## src/rtl/uart_rx_if.sv

```systemverilog
// Byte-stream side of the UART receiver: received byte with valid/ready handshake plus error pulses.
// The receiver drives the master modport and the consumer uses the slave modport.
interface uart_rx_if;
   logic [7:0] rx_data;
   logic       rx_valid;
   logic       rx_ready;
   logic       frame_err;
   logic       overrun;

   modport master (
      output rx_data,
      output rx_valid,
      output frame_err,
      output overrun,
      input  rx_ready
   );

   modport slave (
      input  rx_data,
      input  rx_valid,
      input  frame_err,
      input  overrun,
      output rx_ready
   );
endinterface

```

## src/rtl/uart_rx.sv

```systemverilog
// 8N1 UART receiver: mid-bit sampling of a synchronised rx line into a single-entry output register,
// with one-cycle framing-error and overrun pulses.
module uart_rx #(
   parameter int unsigned CLK_FREQ  = 50_000_000,
   parameter int unsigned BAUD_RATE = 115200
) (
   input  logic      clk,
   input  logic      rst_n,
   input  logic      rx,
   uart_rx_if.master out_if
);

   localparam int unsigned CyclesPerBit = CLK_FREQ / BAUD_RATE;
   localparam int unsigned HalfBit      = CyclesPerBit / 2;
   localparam int unsigned CntW         = $clog2(CyclesPerBit);

   localparam logic [CntW-1:0] CntBitEnd  = CntW'(CyclesPerBit - 1);
   localparam logic [CntW-1:0] CntHalfEnd = CntW'(HalfBit - 1);

   typedef enum logic [1:0] {StIdle, StStart, StData, StStop} state_e;

   state_e          state_q, state_d;
   logic [CntW-1:0] cnt_q, cnt_d;
   logic [2:0]      bit_idx_q, bit_idx_d;
   logic [7:0]      shift_q, shift_d;
   logic            sync1_q, sync1_d;
   logic            rx_s_q, rx_s_d;
   logic            rx_prev_q, rx_prev_d;
   logic [7:0]      data_q, data_d;
   logic            valid_q, valid_d;
   logic            frame_err_q, frame_err_d;
   logic            overrun_q, overrun_d;
   logic            deliver;

   always_comb begin
      state_d     = state_q;
      cnt_d       = cnt_q + CntW'(1);
      bit_idx_d   = bit_idx_q;
      shift_d     = shift_q;
      sync1_d     = rx;
      rx_s_d      = sync1_q;
      rx_prev_d   = rx_s_q;
      data_d      = data_q;
      valid_d     = valid_q;
      frame_err_d = 1'b0;
      overrun_d   = 1'b0;
      deliver     = 1'b0;

      case (state_q)
         StIdle: begin
            // Edge detect, so a line stuck low never re-arms the receiver.
            if (rx_prev_q && !rx_s_q) begin
               state_d = StStart;
               cnt_d   = '0;
            end
         end
         StStart: begin
            if (cnt_q == CntHalfEnd) begin
               cnt_d     = '0;
               bit_idx_d = 3'd0;
               state_d   = rx_s_q ? StIdle : StData;
            end
         end
         StData: begin
            if (cnt_q == CntBitEnd) begin
               cnt_d              = '0;
               shift_d[bit_idx_q] = rx_s_q;
               if (bit_idx_q == 3'd7) begin
                  state_d = StStop;
               end else begin
                  bit_idx_d = bit_idx_q + 3'd1;
               end
            end
         end
         StStop: begin
            if (cnt_q == CntBitEnd) begin
               cnt_d   = '0;
               state_d = StIdle;
               if (rx_s_q) begin
                  deliver = 1'b1;
               end else begin
                  frame_err_d = 1'b1;
               end
            end
         end
         default: begin
            state_d = StIdle;
            cnt_d   = '0;
         end
      endcase

      // A pending byte being consumed on the same edge frees the slot for the new one.
      if (deliver) begin
         if (!valid_q || out_if.rx_ready) begin
            data_d  = shift_q;
            valid_d = 1'b1;
         end else begin
            overrun_d = 1'b1;
         end
      end else if (valid_q && out_if.rx_ready) begin
         valid_d = 1'b0;
      end
   end

   always_ff @(posedge clk or negedge rst_n) begin
      if (!rst_n) begin
         state_q     <= StIdle;
         cnt_q       <= '0;
         bit_idx_q   <= 3'd0;
         shift_q     <= 8'h00;
         sync1_q     <= 1'b1;
         rx_s_q      <= 1'b1;
         rx_prev_q   <= 1'b1;
         data_q      <= 8'h00;
         valid_q     <= 1'b0;
         frame_err_q <= 1'b0;
         overrun_q   <= 1'b0;
      end else begin
         state_q     <= state_d;
         cnt_q       <= cnt_d;
         bit_idx_q   <= bit_idx_d;
         shift_q     <= shift_d;
         sync1_q     <= sync1_d;
         rx_s_q      <= rx_s_d;
         rx_prev_q   <= rx_prev_d;
         data_q      <= data_d;
         valid_q     <= valid_d;
         frame_err_q <= frame_err_d;
         overrun_q   <= overrun_d;
      end
   end

   assign out_if.rx_data   = data_q;
   assign out_if.rx_valid  = valid_q;
   assign out_if.frame_err = frame_err_q;
   assign out_if.overrun   = overrun_q;

endmodule

```

## src/flat_wrapper.sv

```systemverilog
// flat-port wrapper written by rule: the top's interface ports become plain ports
module uart_rx_flat 
#(
   parameter int unsigned CLK_FREQ  = 50_000_000,
   parameter int unsigned BAUD_RATE = 115200
)
  (clk, rst_n, rx, out_if_rx_data, out_if_rx_valid, out_if_frame_err, out_if_overrun, out_if_rx_ready);
  uart_rx_if out_if_i ();
  input  logic clk;
  input  logic rst_n;
  input  logic rx;
  output wire logic [$bits(out_if_i.rx_data)-1:0] out_if_rx_data;
  output wire logic [$bits(out_if_i.rx_valid)-1:0] out_if_rx_valid;
  output wire logic [$bits(out_if_i.frame_err)-1:0] out_if_frame_err;
  output wire logic [$bits(out_if_i.overrun)-1:0] out_if_overrun;
  input wire logic [$bits(out_if_i.rx_ready)-1:0] out_if_rx_ready;
  assign out_if_rx_data = out_if_i.rx_data;
  assign out_if_rx_valid = out_if_i.rx_valid;
  assign out_if_frame_err = out_if_i.frame_err;
  assign out_if_overrun = out_if_i.overrun;
  assign out_if_i.rx_ready = out_if_rx_ready;
  uart_rx #(.CLK_FREQ(CLK_FREQ), .BAUD_RATE(BAUD_RATE)) u_core (.clk(clk), .rst_n(rst_n), .rx(rx), .out_if(out_if_i));
endmodule
```

## config.mk

```make
export PLATFORM = sky130hd
export DESIGN_NAME = uart_rx_flat
export DESIGN_NICKNAME = d
export VERILOG_FILES = /design/src/rtl/uart_rx_if.sv /design/src/rtl/uart_rx.sv /design/src/flat_wrapper.sv
export SDC_FILE = /design/constraint.sdc
export NUM_CORES = 1
export LEC_CHECK = 0
export ABC_AREA = 1
export BUFFER_PORTS_ARGS = -buffer_cell sky130_fd_sc_hd__buf_2
export CAP_MARGIN = 5
export CORE_MARGIN = 1
export CORE_UTILIZATION = 30
export CTS_BUF_LIST = sky130_fd_sc_hd__clkbuf_8
export CTS_CLUSTER_SIZE = 40
export DETAILED_ROUTE_END_ITERATION = 8
export PLACE_DENSITY = 0.48
export SKIP_LAST_GASP = 1
export SYNTH_ARGS = -nofsm -noshare
export SYNTH_HDL_FRONTEND = slang
export SYNTH_SLANG_ARGS = --single-unit
```

## constraint.sdc

```tcl
create_clock -name clk -period 1.7 [get_ports clk]
set_input_delay 0.17 -clock clk [delete_from_list [all_inputs] [get_ports clk]]
set_output_delay 0.17 -clock clk [all_outputs]
set_load 0.1 [all_outputs]
```

# [Word-level counts from Yosys, hierarchy flattened]
# Cells that the tools add are included.
[totals] register_bits=36
[op_classes] addsub=2 eq_ne=13 mux=29 n_reduce_logical=15 n_lt_le_gt_ge=2
[op_table] operator="two-way mux 9 bit" n=3
[op_table] operator="case mux 9 bit (3 select lines)" n=1
[op_table] operator="two-way mux 1 bit" n=12
[op_table] operator="two-way mux 2 bit" n=6
[op_table] operator="inequality test 2 x 1 -> 1 bit (second input constant)" n=5
[op_table] operator="adder 9 x 1 -> 9 bit (second input constant)" n=1
[op_table] operator="== test 9 x 8 -> 1 bit (second input constant)" n=1
[op_table] operator="== test 9 bit (second input constant)" n=1
[op_table] operator="two-way mux 3 bit" n=3
[op_table] operator="bitwise mux 8 bit" n=1
[op_table] operator="case mux 2 bit (4 select lines)" n=1
[op_table] operator="case mux 3 bit (2 select lines)" n=1
[op_table] operator="AND reduction 2 bit" n=3
[op_table] operator="AND reduction 5 bit" n=1
[op_table] operator="== test 2 bit (second input constant)" n=2
[op_table] operator="< comparator 3 x 4 -> 1 bit (second input constant)" n=1
[op_table] operator="inequality test 2 bit (second input constant)" n=2
[op_table] operator="AND reduction 4 bit" n=1
[op_table] operator="nonzero test 2 bit" n=2
[op_table] operator="adder 3 x 1 -> 3 bit (second input constant)" n=1
[op_table] operator="demux 1 bit (select 3 bit)" n=1
[op_table] operator="== test 3 bit (second input constant)" n=1
[op_table] operator="greater-or-equal comparator 3 x 1 -> 1 bit (second input constant)" n=1
[op_table] operator="logical AND 1 bit" n=3
[op_table] operator="5 further kinds" n=6

# [Longest topological paths before layout]
# Gate-level depths: netlist of run 1.
[logic_depth] depth_word=5 depth_mapped=11

# [Least setup slack after synthesis of run 1]
# Ideal clock, no wire load.
[synth_timing] path_type="register to register" startpoint="reg u_core.valid_q (netlist: u_core.out_if.rx_valid)" endpoint="reg u_core.data_q[0] (netlist: u_core.out_if.rx_data[0])" period_less_slack_ns=1.775 stages_incl_launch_ff=7 setup_ns=0.067 arrival_ns=1.708 n_path_buf=0 slack_ns=-0.075 path_cell_list="dfrtp_1 inv_1 nor2_1 inv_1 nand2_2 nand2_1 nand2_1"
[synth_via] elab_chain_cells=3
[synth_rtl] element="start, declared" line="uart_rx.sv:30" rtl="logic valid_q, valid_d;"
[synth_rtl] element="start signal, assigned" line="uart_rx.sv:127" rtl="valid_q <= valid_d;"
[synth_rtl] element="logical NOT 1 bit" line="uart_rx.sv:94" rtl="if (!valid_q || out_if.rx_ready) begin"
[synth_rtl] element="logical OR 1 bit" line="uart_rx.sv:94"
[synth_rtl] element="AND reduction 2 bit (no source line)"
[synth_rtl] element="end signal, assigned" line="uart_rx.sv:126" rtl="data_q <= data_d;"
[synth_rtl] element="end, declared" line="uart_rx.sv:29" rtl="logic [7:0] data_q, data_d;"
# No other way between the ends.
# A chain may end at the register's enable or synchronous reset.

# [Worst setup path in the final report of run 1]
[layout_timing] startpoint="reg u_core.cnt_q[1]" endpoint="reg u_core.cnt_q[0]"
[layout_via] elab_chain_cells=3 word_cells_on_any_way=5 cone_classes="eq/ne (2); mux (3)"
[layout_rtl] element="start, declared" line="uart_rx.sv:23" rtl="logic [CntW-1:0] cnt_q, cnt_d;"
[layout_rtl] element="start signal, assigned" line="uart_rx.sv:120" rtl="cnt_q <= cnt_d;"
[layout_rtl] element="== test 9 bit or == test 9 x 8 -> 1 bit (tied branches)" line="uart_rx.sv:65, uart_rx.sv:76, uart_rx.sv:58"
[layout_rtl] element="two-way mux 9 bit (on tied branches)" line="uart_rx.sv:65, uart_rx.sv:76, uart_rx.sv:58"
[layout_rtl] element="case mux 9 bit (3 select lines) (*)" line="uart_rx.sv:49" rtl="case (state_q)"
[layout_rtl] element="named net u_core.cnt_d[0]" line="uart_rx.sv:23"
# Mark *: on every way through the listed nets, which the timed path passes. The rest lies on a longest branch.

==> metrics.md, run 1 <==
| Metric | Value |
|---|---|
| Area of the multi-input gates | 743 um2 |
| Endpoints failing setup | 0 |
| Peak supply drop | 0.286 mV |
| Crit Path Category | reg2reg |
| # clock sinks | 36 |
| Layout Cells excl Fill | 311 |
| Critical path startpoint | u_core.cnt_q[1]$_DFF_PN0_ |
| Core box area | 5610 um2 |
| Yosys top cell by area | dfrtp_1 |
| Startpoint Class | register |
| Register Area | 906 um2 |
| RR Startpoint | u_core.cnt_q[1]$_DFF_PN0_ |
| R2R depth | 11 |
| # fillers | 606 |
| Pwr per Cell Area | 984 nW/um2 |
| DR vias | 1312 |
| Die Ht | 78.9 um |
| IO Port Bufs | 14 |
| # DRC | 0 |
| Leak | 0.00111 uW |
| H-tree levels | 2 |
| Unique cell type count in the Yosys netlist | 21 |
| Overall Global Routing Usage | 12.3% |
| Area grow syn2layout | 17.3% |
| Cts bufs inserted | 5 |
| Drt wl/cell | 10.3 um |
| Synth area leaders | dfrtp_1 47%, nand2_1 15%, inv_1 5.7%, nand3_1 4.5%, dfstp_2 4.4% |
| Number of flops mapped to enable cells by yosys | 0 |
| CTS tree | built |
| Vias per cell | 4.22 |
| Worst slew pin tran | 0.489 ns |
| Initial Utilization | 31.6% |
| Cell with the most instances after synthesis | nand2_1 |
| Routability congestion estimate | 0.843 |
| Flop2flop setup slack | 0.21 ns |
| Vias in the first global route | 1274 |
| Setup tns final | 0 ns |
| Overflow left after global routing | 0 |
| FP Rows | 27 |
| Outcome | finished, final reports clean |
| Clk Latency, worst-skew pair | 0.29 ns |
| Peak Freq | 0.672 GHz |
| Syn Nets | 223 |
| Root Buffer | clkbuf_8 |
| WP data arrival | 1.66 ns |
| TritonRoute pass-1 iters | 4 |
| CP Capture Point | u_core.cnt_q[0]$_DFF_PN0_ |
| Clock skew | 0.00627 ns |
| Die Area | 6230 um2 |
| Final Max Tran Viols | 0 |
| Worst-path fanout max | 7 |
| Worst Setup End Kind | register |
| FF+latch count, synth | 36 |
| Max-slew headroom | 67.6% |
| Asr flop ratio synth | 100% |
| Net count of the finished layout | 247 |
| Max-cap violations | 0 |
| Mean post-synth cell area | 8.29 um2 |
| Critical R2R Capture | u_core.cnt_q[0]$_DFF_PN0_ |
| Syn Inst Count | 214 |
| Setup bufs post-CTS | 0 |
| Routed Wire Length | 3.22 mm |
| Post-Synthesis Cell Area | 1770 um2 |
| RSZ-0062 raised after global routing | no |
| Top-area cell type share of the netlist area | 46.5% |
| Seq/Total Area, Yosys | 51.0% |
| Detailed Route Iter0 Violations | 62 |
| First-pass GRT wire length | 5.84 mm |
| Synth Warn # | 0 |
| Largest net degree at the start of global routing | 37 |
| Hold crit path type | in2reg |
| Tcrit/Tclk final | 87.5% |
| Post-route ant nets | 0 |
| Crit path required time | 1.88 ns |
| Clock slew at reported path FFs | 0.07 ns |
| Min Tclk post-route | 1.49 ns |
| Top Ports | 15 |
| PnR Total Power | 2050 uW |
| Synth top cells by count | 70 x nand2_1, 33 x dfrtp_1, 27 x inv_1 |
| Ant diodes | 0 |
| Final Hold Fails | 0 |
| Synth Flop Type | dfrtp_1 |
| Placed Cells | 301 |
| Final core occ | 37.1% |
| DP HPWL | 2.31 mm |
| Initial antenna violation count | 0 |
| Die X-Extent | 78.9 um |
| Ratio of cells with drive above 1 in the final layout | 18.8% |
| Max Root-Sink Buffers | 2 |
[flip-flops by register name (all words and copies together) (netlist names), named ones only]
register	cells
u_core.rx_prev_q	1
u_core.out_if.frame_err	1
u_core.rx_prev_d	1
u_core.shift_q	8
u_core.out_if.overrun	1
u_core.state_q	1
u_core.bit_idx_q	3
u_core.cnt_q	9
u_core.rx_s_d	1
u_core.out_if.rx_valid	1
u_core.out_if.rx_data	8
[layout by cell type, fill, tap and decap left out]
cell           synthesis  layout
dfrtp_2                0       1
nor2_4                 4       4
nor2_8                 1       1
buf_4                  0       2
dlygate4sd3_1          0       2
xor2_1                 3       3
dfstp_2                3       3
o21ai_0                5       5
nand3_1               16      16
nor2_2                 0       1
nand4_1                6       6
ha_1                   5       5
inv_1                 27      27
inv_2                  3       3
nand2_1               70      70
clkbuf_8               0       5
bufinv_16              0       1
buf_2                  0      14
o21ai_1                8       8
clkinv_2               0       1
nor3_1                 1       1
nor2_1                19      18
nand2_2                2       2
inv_4                  2       2
dfrtp_1               33      32
nand2_4                3       3
clkinvlp_4             0       1
xnor2_1                1       1
nor3_2                 1       1
[per-layer routing]
layer / track usage (%) / routed length [um] / vias up / part of all wire [%]
met5: 0 / 0 / - / 0
met4: 5.45 / 54 / 0 / 1.7
met3: 3.10 / 108 / 5 / 3.4
met2: 19.7 / 1380 / 23 / 43
met1: 15.7 / 1670 / 571 / 52
li1: - / - / 713 / -
[worst min path at each step]
stage	slack, ns	from	depth (start not counted)	endpoint
after floorplan	-0.13	rst_n	0	asynchronous set/reset pin
after global placement	0.24	rst_n	2	u_core.cnt_q[2]$_DFF_PN0_
after detailed placement	0.25	rst_n	2	u_core.cnt_q[0]$_DFF_PN0_
after CTS	0.26	out_if_rx_ready	4	u_core.out_if.overrun$_DFF_PN0_
after global routing	0.29	out_if_rx_ready	4	u_core.out_if.overrun$_DFF_PN0_
final	0.26	out_if_rx_ready	4	u_core.out_if.overrun$_DFF_PN0_
[cell families after synthesis]
group           after synthesis  synth area share [%]
fa+ha+maj                     5                  3.53
flops                        36                  51.0
simple gates                123                  32.6
xor+xnor                      4                  1.97
compound gates               13                  3.67
buf+inv                      33                  7.26
[critical path, cell delays in order (launching register included)]
cell	delay, ns
dfrtp_1	0.40
inv_1	0.08
ha_1	0.14
nand2_1	0.06
nor2_2	0.16
nand2_4	0.11
nand2_1	0.10
nand2_1	0.08
inv_2	0.08
nand2_4	0.06
inv_4	0.07
nor2_1	0.04
[layout make-up]
cell class / count / area share (%)
clock inverters: 3 / 2.04
repair buffers: 18 / 5.05
inverters: 32 / 6.01
well taps: 72 / 4.33
multi-input cells: 145 / 35.7
clock buffers: 5 / 3.31
flip-flops and latches: 36 / 43.5
[per-stage QoR]
| stage | worst slack (ns) | hold WS, ns | area, um2 |
|---|---|---|---|
| global route | 0.0113 | 0.292 | 2080 |
| finish | 0.213 | 0.261 | 2080 |
| global placement | 0.164 | 0.245 | 1950 |
| CTS | 0.141 | 0.261 | 2080 |
| detailed placement | 0.155 | 0.248 | 1950 |
| floorplan | 0.191 | -0.126 | 1780 |
[where the power goes]
group          internal, uW  switching (uW)
combinational           112             206
sequential              913            66.5
clock                   434             314
total                  1460             587
[repair_timing]
item | CTS | global route
resized for setup | 0 | 1
hold endpoints to repair | 34 | 0
setup endpoints to repair | 0 | 10
hold buffers | 2 | 0
Power figures use the tool's default switching activity.
==> run 2, diff against run 1 <==
Settings changed: CORE_UTILIZATION 30 to 61, GPL_ROUTABILITY_DRIVEN set to 0, PLACE_DENSITY 0.48 to 0.83, SKIP_LAST_GASP 1 to not set.
==> run 2 against run 1 <==
- worst setup slack got worse by 0.019 ns
- clock skew hardly changed
- critical endpoint is now u_core.bit_idx_q[2]$_DFFE_PN0P_
- first-iteration DRC count shrank 31%
- largest cell class unchanged
- sequential power about the same
- critical path depth is 2 lower
- critical path type unchanged
==> metrics.md, run 2 (same netlist as run 1, synthesis figures left out) <==
| Metric | Value |
|---|---|
| Min Tclk post-route | 1.51 ns |
| IO Port Bufs | 14 |
| Setup bufs post-CTS | 0 |
| Final Max Tran Viols | 0 |
| Worst Setup End Kind | register |
| DP HPWL | 2.19 mm |
| WP data arrival | 1.68 ns |
| Final Hold Fails | 0 |
| # DRC | 0 |
| Overall Global Routing Usage | 23.4% |
| Crit Path Category | reg2reg |
| Clock slew at reported path FFs | 0.07 ns |
| Net count of the finished layout | 247 |
| Largest register FFs | 9 |
| Vias per cell | 5.05 |
| Ant diodes | 0 |
| Routed Wire Length | 3.04 mm |
| CTS tree | built |
| Die Area | 3130 um2 |
| Pwr per Cell Area | 1010 nW/um2 |
| Initial antenna violation count | 0 |
| Initial Utilization | 64.3% |
| Vias in the first global route | 1261 |
| Tcrit/Tclk final | 88.6% |
| Outcome | finished, final reports clean |
| Largest net degree at the start of global routing | 21 |
| Worst-path fanout max | 7 |
| Root Buffer | clkbuf_8 |
| Core box area | 2760 um2 |
| Clk Latency, worst-skew pair | 0.29 ns |
| TritonRoute pass-1 iters | 4 |
| Commonest non-fill, non-tap cell in the layout | nand2_1 |
| RSZ-0062 raised after global routing | no |
| Max-cap violations | 0 |
| Die X-Extent | 55.9 um |
| Placed Cells | 260 |
| Area grow syn2layout | 15.1% |
| Max-slew headroom | 67.7% |
| Layout Cells excl Fill | 270 |
| DR vias | 1363 |
| Max Root-Sink Buffers | 2 |
| First-pass GRT wire length | 5.53 mm |
| # clock sinks | 36 |
| Overflow left after global routing | 0 |
| Peak supply drop | 0.876 mV |
| Largest Register | u_core.cnt_q |
| Clock skew | 0.00589 ns |
| Crit path required time | 1.87 ns |
| # fillers | 207 |
| Post-route ant nets | 0 |
| Peak Freq | 0.664 GHz |
| FP Rows | 19 |
| Cts bufs inserted | 5 |
| Ratio of cells with drive above 1 in the final layout | 18.8% |
| Endpoints failing setup | 0 |
| Die Ht | 55.9 um |
| Drt wl/cell | 11.2 um |
| Worst slew pin tran | 0.488 ns |
| Most frequent cells in the layout | 70 x nand2_1, 32 x dfrtp_1, 27 x inv_1, 18 x nor2_1, 16 x nand3_1 |
| Top Ports | 15 |
| Hold crit path type | in2reg |
| Startpoint Class | register |
| Detailed Route Iter0 Violations | 43 |
| H-tree levels | 2 |
| Setup tns final | 0 ns |
| Leak | 0.00111 uW |
==> run 2: area by class of cell <==
class	count	area [um2]	area share [%]
Timing Repair Buffer	18	118	5.76
Sequential cell	36	906	44.4
Tap cell	31	38.8	1.90
Inverter	32	125	6.13
Clock buffer	5	68.8	3.37
Multi-Input combinational cell	145	743	36.4
Clock inverter	3	42.5	2.08
==> run 2: final timing paths <==
check	start	endpoint	slack, ns	cells after the start
max in group asynchronous	rst_n	u_core.out_if.rx_valid$_DFFE_PN0P_	0.94	3
min in group asynchronous	rst_n	u_core.bit_idx_q[2]$_DFFE_PN0P_	0.32	2
worst min-delay path	out_if_rx_ready	u_core.out_if.rx_valid$_DFFE_PN0P_	0.26	4
worst max-delay path	u_core.cnt_q[1]$_DFF_PN0_	u_core.bit_idx_q[2]$_DFFE_PN0P_	0.19	9
worst max register to register	u_core.cnt_q[1]$_DFF_PN0_	u_core.bit_idx_q[2]$_DFFE_PN0P_	0.19	9
worst min register to register	u_core.rx_s_d$_DFF_PN1_	u_core.rx_prev_d$_DFF_PN1_	0.36	0
==> run 2: timing repair <==
item,CTS,global route
endpoints found under the hold margin,14,0
hold buffers,2,0
setup endpoints to repair,0,1
gates resized for setup,0,1
==> run 2: where the power goes <==
part | internal (uW) | total (uW) | switching, uW
clock network | 434 | 751 | 317
registers | 913 | 981 | 67.9
logic | 115 | 323 | 208
total | 1460 | 2050 | 593
==> run 2: through the flow <==
stage          cell area, um2  power [uW]  setup slack (ns)  hold WS (ns)  util, %
4_1_cts                  2040        2060             0.128         0.247     74.0
3_3_place_gp             1910        1300             0.214         0.112     69.2
2_1_floorplan            1780        1230             0.191        -0.126        -
6_report                 2040        2050             0.193         0.255     74.0
5_1_grt                  2040        2160            0.0381         0.282     74.0
3_5_place_dp             1910        1320             0.177         0.114     69.2
==> run 2: metal layers <==
| metal | global-route usage [%] | wire, um |
|---|---|---|
| met1 | 32.2 | 1500 |
| met2 | 35.1 | 1320 |
| met3 | 7.67 | 162 |
| met4 | 8.36 | 53 |
| met5 | 0 | 0 |
==> run 2: critical path: stages, from the launching register on <==
cell and delay [ns]:
dfrtp_1 0.40, inv_1 0.08, ha_1 0.14, nand2_1 0.07, nor2_2 0.15, nand2_4 0.11, inv_4 0.11, nand3_1 0.11
nand2_1 0.13, o21ai_0 0.10
==> run 3, diff against run 2 <==
Settings changed: ABC_AREA 1 to 0, CORE_UTILIZATION 61 to 60, PLACE_DENSITY 0.83 to 0.82, REMOVE_ABC_BUFFERS set to 1.
==> run 3 against run 2 <==
- the run now ends with negative setup slack left
- wire length grew 57%
- clock skew is essentially flat
- first-iteration DRC count increased by 26%
- sequential power increased by 4%
- critical path type unchanged
- fmax shrank 20%
- non-clock buffer count up 26
- clock-buffer cell count increased by 2
- final cell count fell by 21%
- via count down 3.0%
- combinational power increased by 140%
- design area grew 9.9%
==> metrics.md, run 3 <==
| Metric | Value |
|---|---|
| Outcome | complete, but fails checks |
| Failing checks | negative setup slack |
| Die Area | 2940 um2 |
| Ant diodes | 0 |
| Synth top cells by count | 33 x dfrtp_1, 16 x mux2_2, 14 x nor2_1 |
| IO Port Bufs | 14 |
| Most frequent cells in the layout | 33 x dfrtp_1, 24 x buf_4, 15 x mux2_2, 14 x buf_2, 7 x clkbuf_8 |
| Peak Freq | 0.531 GHz |
| Cts bufs inserted | 5 |
| Synth Warn # | 0 |
| # DRC | 0 |
| Worst hold path endpoint | u_core.out_if.overrun$_DFF_PN0_ |
| Compound-Gate Fraction of Synth Area | 3.37% |
| Max Root-Sink Buffers | 2 |
| RSZ-0062 raised after global routing | yes |
| Highest-delay cell along the critical path | dfrtp_1 |
| Number of flops mapped to enable cells by yosys | 0 |
| # clock sinks | 36 |
| DR vias | 1322 |
| Clock slew at reported path FFs | 0.07 ns |
| Clock skew | 0.00588 ns |
| Routed Wire Length | 4.77 mm |
| Combinational power share | 31.3% |
| Crit path required time | 1.87 ns |
| FF+latch count, synth | 36 |
| Leak | 0.00107 uW |
| Endpoints failing setup | 31 |
| Cell-internal power | 1690 uW |
| Final Hold Fails | 0 |
| Largest register FFs | 9 |
| Overflow left after global routing | 0 |
| Hold-critical path depth | 3 |
| Overall Global Routing Usage | 31.5% |
| Flop2flop setup slack | -0.18 ns |
| Startpoint Class | register |
| Max-slew headroom | 40.1% |
| Worst-path fanout max | 5 |
| Hold wc startpoint | out_if_rx_ready |
| FP Rows | 18 |
| # fillers | 114 |
| Hold crit path type | in2reg |
| TritonRoute pass-1 iters | 4 |
| Min Tclk post-route | 1.88 ns |
| Post-route ant nets | 0 |
| DP HPWL | 2.27 mm |
| Crit path buf inv count | 4 |
| Top Ports | 15 |
| Tcrit/Tclk final | 111% |
| WP data arrival | 2.05 ns |
| CTS tree | built |
| Largest net degree at the start of global routing | 37 |
| Crit Path Category | reg2reg |
| Ratio of cells with drive above 1 in the final layout | 50.0% |
| CP top delay family | simple AND/OR/NAND/NOR gates |
| Vias per cell | 6.18 |
| Largest Register | u_core.cnt_q |
| First-pass GRT wire length | 6.00 mm |
| Initial antenna violation count | 0 |
| Die X-Extent | 54.2 um |
| Setup tns final | -3.70 ns |
| Worst Setup End Kind | register |
| Peak supply drop | 1.33 mV |
| Net Sw Frac | 30.6% |
| Layout Cells excl Fill | 214 |
| Root Buffer | clkbuf_8 |
| Placed Cells | 200 |
| Setup ws final | -0.183 ns |
| Clock network power share | 26.9% |
| Vias in the first global route | 1265 |
| Top-area cell type share of the netlist area | 50.5% |
| NetSw | 746 uW |
| Area grow syn2layout | 37.3% |
| Max-cap violations | 0 |
| Post-Synth Adder-Cell Area | 3.83% |
| Asr flop ratio synth | 100% |
| Detailed Route Iter0 Violations | 54 |
| Pwr per Cell Area | 1090 nW/um2 |
| R2R depth | 9 |
| Synth Flop Type | dfrtp_1 |
| Drt wl/cell | 22.3 um |
| RR Startpoint | u_core.cnt_q[1]$_DFF_PN0_ |
| Final Max Tran Viols | 0 |
| Clk Latency, worst-skew pair | 0.29 ns |
| Yosys top cell by area | dfrtp_1 |
| Worst-path cell chain | inv_2, buf_4, buf_4, ha_4, nor4b_4, nor4bb_4, buf_4, a211o_4, nor2_4 |
| Post-synthesis mux area share | 11.7% |
| Critical path's most frequent cell | buf_4 |
| Max stage delay on crit path | 0.39 ns |
| Post-synthesis simple-gate area fraction | 19.7% |
| Unique cell type count in the Yosys netlist | 33 |
| Die Ht | 54.2 um |
| H-tree levels | 2 |
| Seq/Total Area, Yosys | 55.4% |
| Core box area | 2520 um2 |
| Post-Synthesis Cell Area | 1630 um2 |
| Net count of the finished layout | 192 |
| Initial Utilization | 64.8% |
| Syn Inst Count | 136 |
| Cell with the most instances after synthesis | dfrtp_1 |
| Sequential power share | 41.9% |
| Commonest non-fill, non-tap cell in the layout | dfrtp_1 |
| Largest family of logic cells by synthesized area | simple AND/OR/NAND/NOR gates |
| Critical R2R Capture | u_core.cnt_q[2]$_DFF_PN0_ |
| Mean post-synth cell area | 12.0 um2 |
| Worst slew pin tran | 0.886 ns |
| XOR/XNOR share of the synthesized area | 3.75% |
| Synth area leaders | dfrtp_1 51%, mux2_2 11%, dfstp_2 4.8%, ha_1 3.8%, nor2_1 3.2% |
[run 3: cell types whose count changed after synthesis, moves of 4 or more]
| cell | delta |
|---|---|
| nor2_4 | -4 |
| clkbuf_1 | +4 |
| o21ai_0 | -4 |
| nand2_1 | -64 |
| xnor2_1 | +4 |
| nor2_1 | -5 |
| mux2_2 | +16 |
| nand3_1 | -9 |
| inv_1 | -22 |
| o21ai_1 | -8 |
| nand4_1 | -4 |
[run 3: cell type report]
type / count / area [um2] / area share, %
inverters: 5 / 18.8 / 0.837
clock inverters: 1 / 3.75 / 0.167
clock buffers: 7 / 96.3 / 4.29
well taps: 30 / 37.5 / 1.67
repair buffers: 44 / 315 / 14.1
flip-flops and latches: 36 / 905 / 40.3
multi-input cells: 91 / 867 / 38.7
[run 3: stage by stage]
stage / area [um2] / worst slack [ns] / util (%) / total power [uW] / hold WS (ns)
floorplan: 1620 / -0.285 / - / 1280 / -0.126
global placement: 1910 / -0.215 / 75.7 / 1480 / 0.278
detailed placement: 1910 / -0.276 / 75.7 / 1510 / 0.277
CTS: 2130 / -0.166 / 84.6 / 2250 / 0.226
global route: 2240 / -0.230 / 88.9 / 2540 / 0.276
finish: 2240 / -0.183 / 88.9 / 2440 / 0.253
[run 3: cell families after synthesis]
| kind of cell | Yosys count |
|---|---|
| compound gates | 7 |
| xor+xnor | 7 |
| fa+ha+maj | 5 |
| buf+inv | 10 |
| flops | 36 |
| simple gates | 54 |
| mux | 17 |
[run 3: worst max-delay path by stage]
stage	start	to	slack [ns]	cells past startpoint
4_1_cts	u_core.cnt_q[1]$_DFF_PN0_	u_core.shift_q[5]$_DFFE_PN0P_	-0.17	6
2_1_floorplan	u_core.out_if.rx_valid$_DFFE_PN0P_	u_core.out_if.rx_data[0]$_DFFE_PN0P_	-0.28	4
6_report	u_core.cnt_q[1]$_DFF_PN0_	u_core.cnt_q[2]$_DFF_PN0_	-0.18	9
3_3_place_gp	u_core.cnt_q[1]$_DFF_PN0_	u_core.shift_q[5]$_DFFE_PN0P_	-0.22	6
3_5_place_dp	u_core.cnt_q[1]$_DFF_PN0_	u_core.shift_q[5]$_DFFE_PN0P_	-0.28	6
5_1_grt	register	u_core.cnt_q[2]$_DFF_PN0_	-0.23	4
[run 3: power groups by stage]
stage | registers [uW] | logic [uW] | clock network, uW
final | 1020 | 763 | 656
after global routing | 1020 | 818 | 698
after CTS | 1010 | 574 | 667
after detailed placement | 1020 | 491 | 0
after global placement | 1010 | 472 | 0
after floorplan | 1050 | 232 | 0
[run 3: metal layers]
metal	part of all wire (%)	GRT usage, %	up-vias	routed length, um
li1	-	-	576	-
met1	40	37.2	657	1890
met2	51	52.2	67	2410
met3	5.5	7.34	22	260
met4	4.5	17.9	0	214
met5	0	0	-	0
[run 3: worst reg2reg max path: cells and delay by family (launching register included)]
family          cells  cell delay (ns)
flops               1             0.39
compound gates      1             0.19
fa+ha+maj           1             0.11
simple gates        3             0.58
buf+inv             4             0.49
[run 3: repair_timing]
item | CTS | global route
pin swaps | 7 | 9
resized for setup | 17 | 21
hold buffers | 2 | 0
setup buffers | 2 | 2
endpoints found under the hold margin | 34 | 0
gates cloned | 1 | 0
endpoints found under the setup margin | 28 | 25
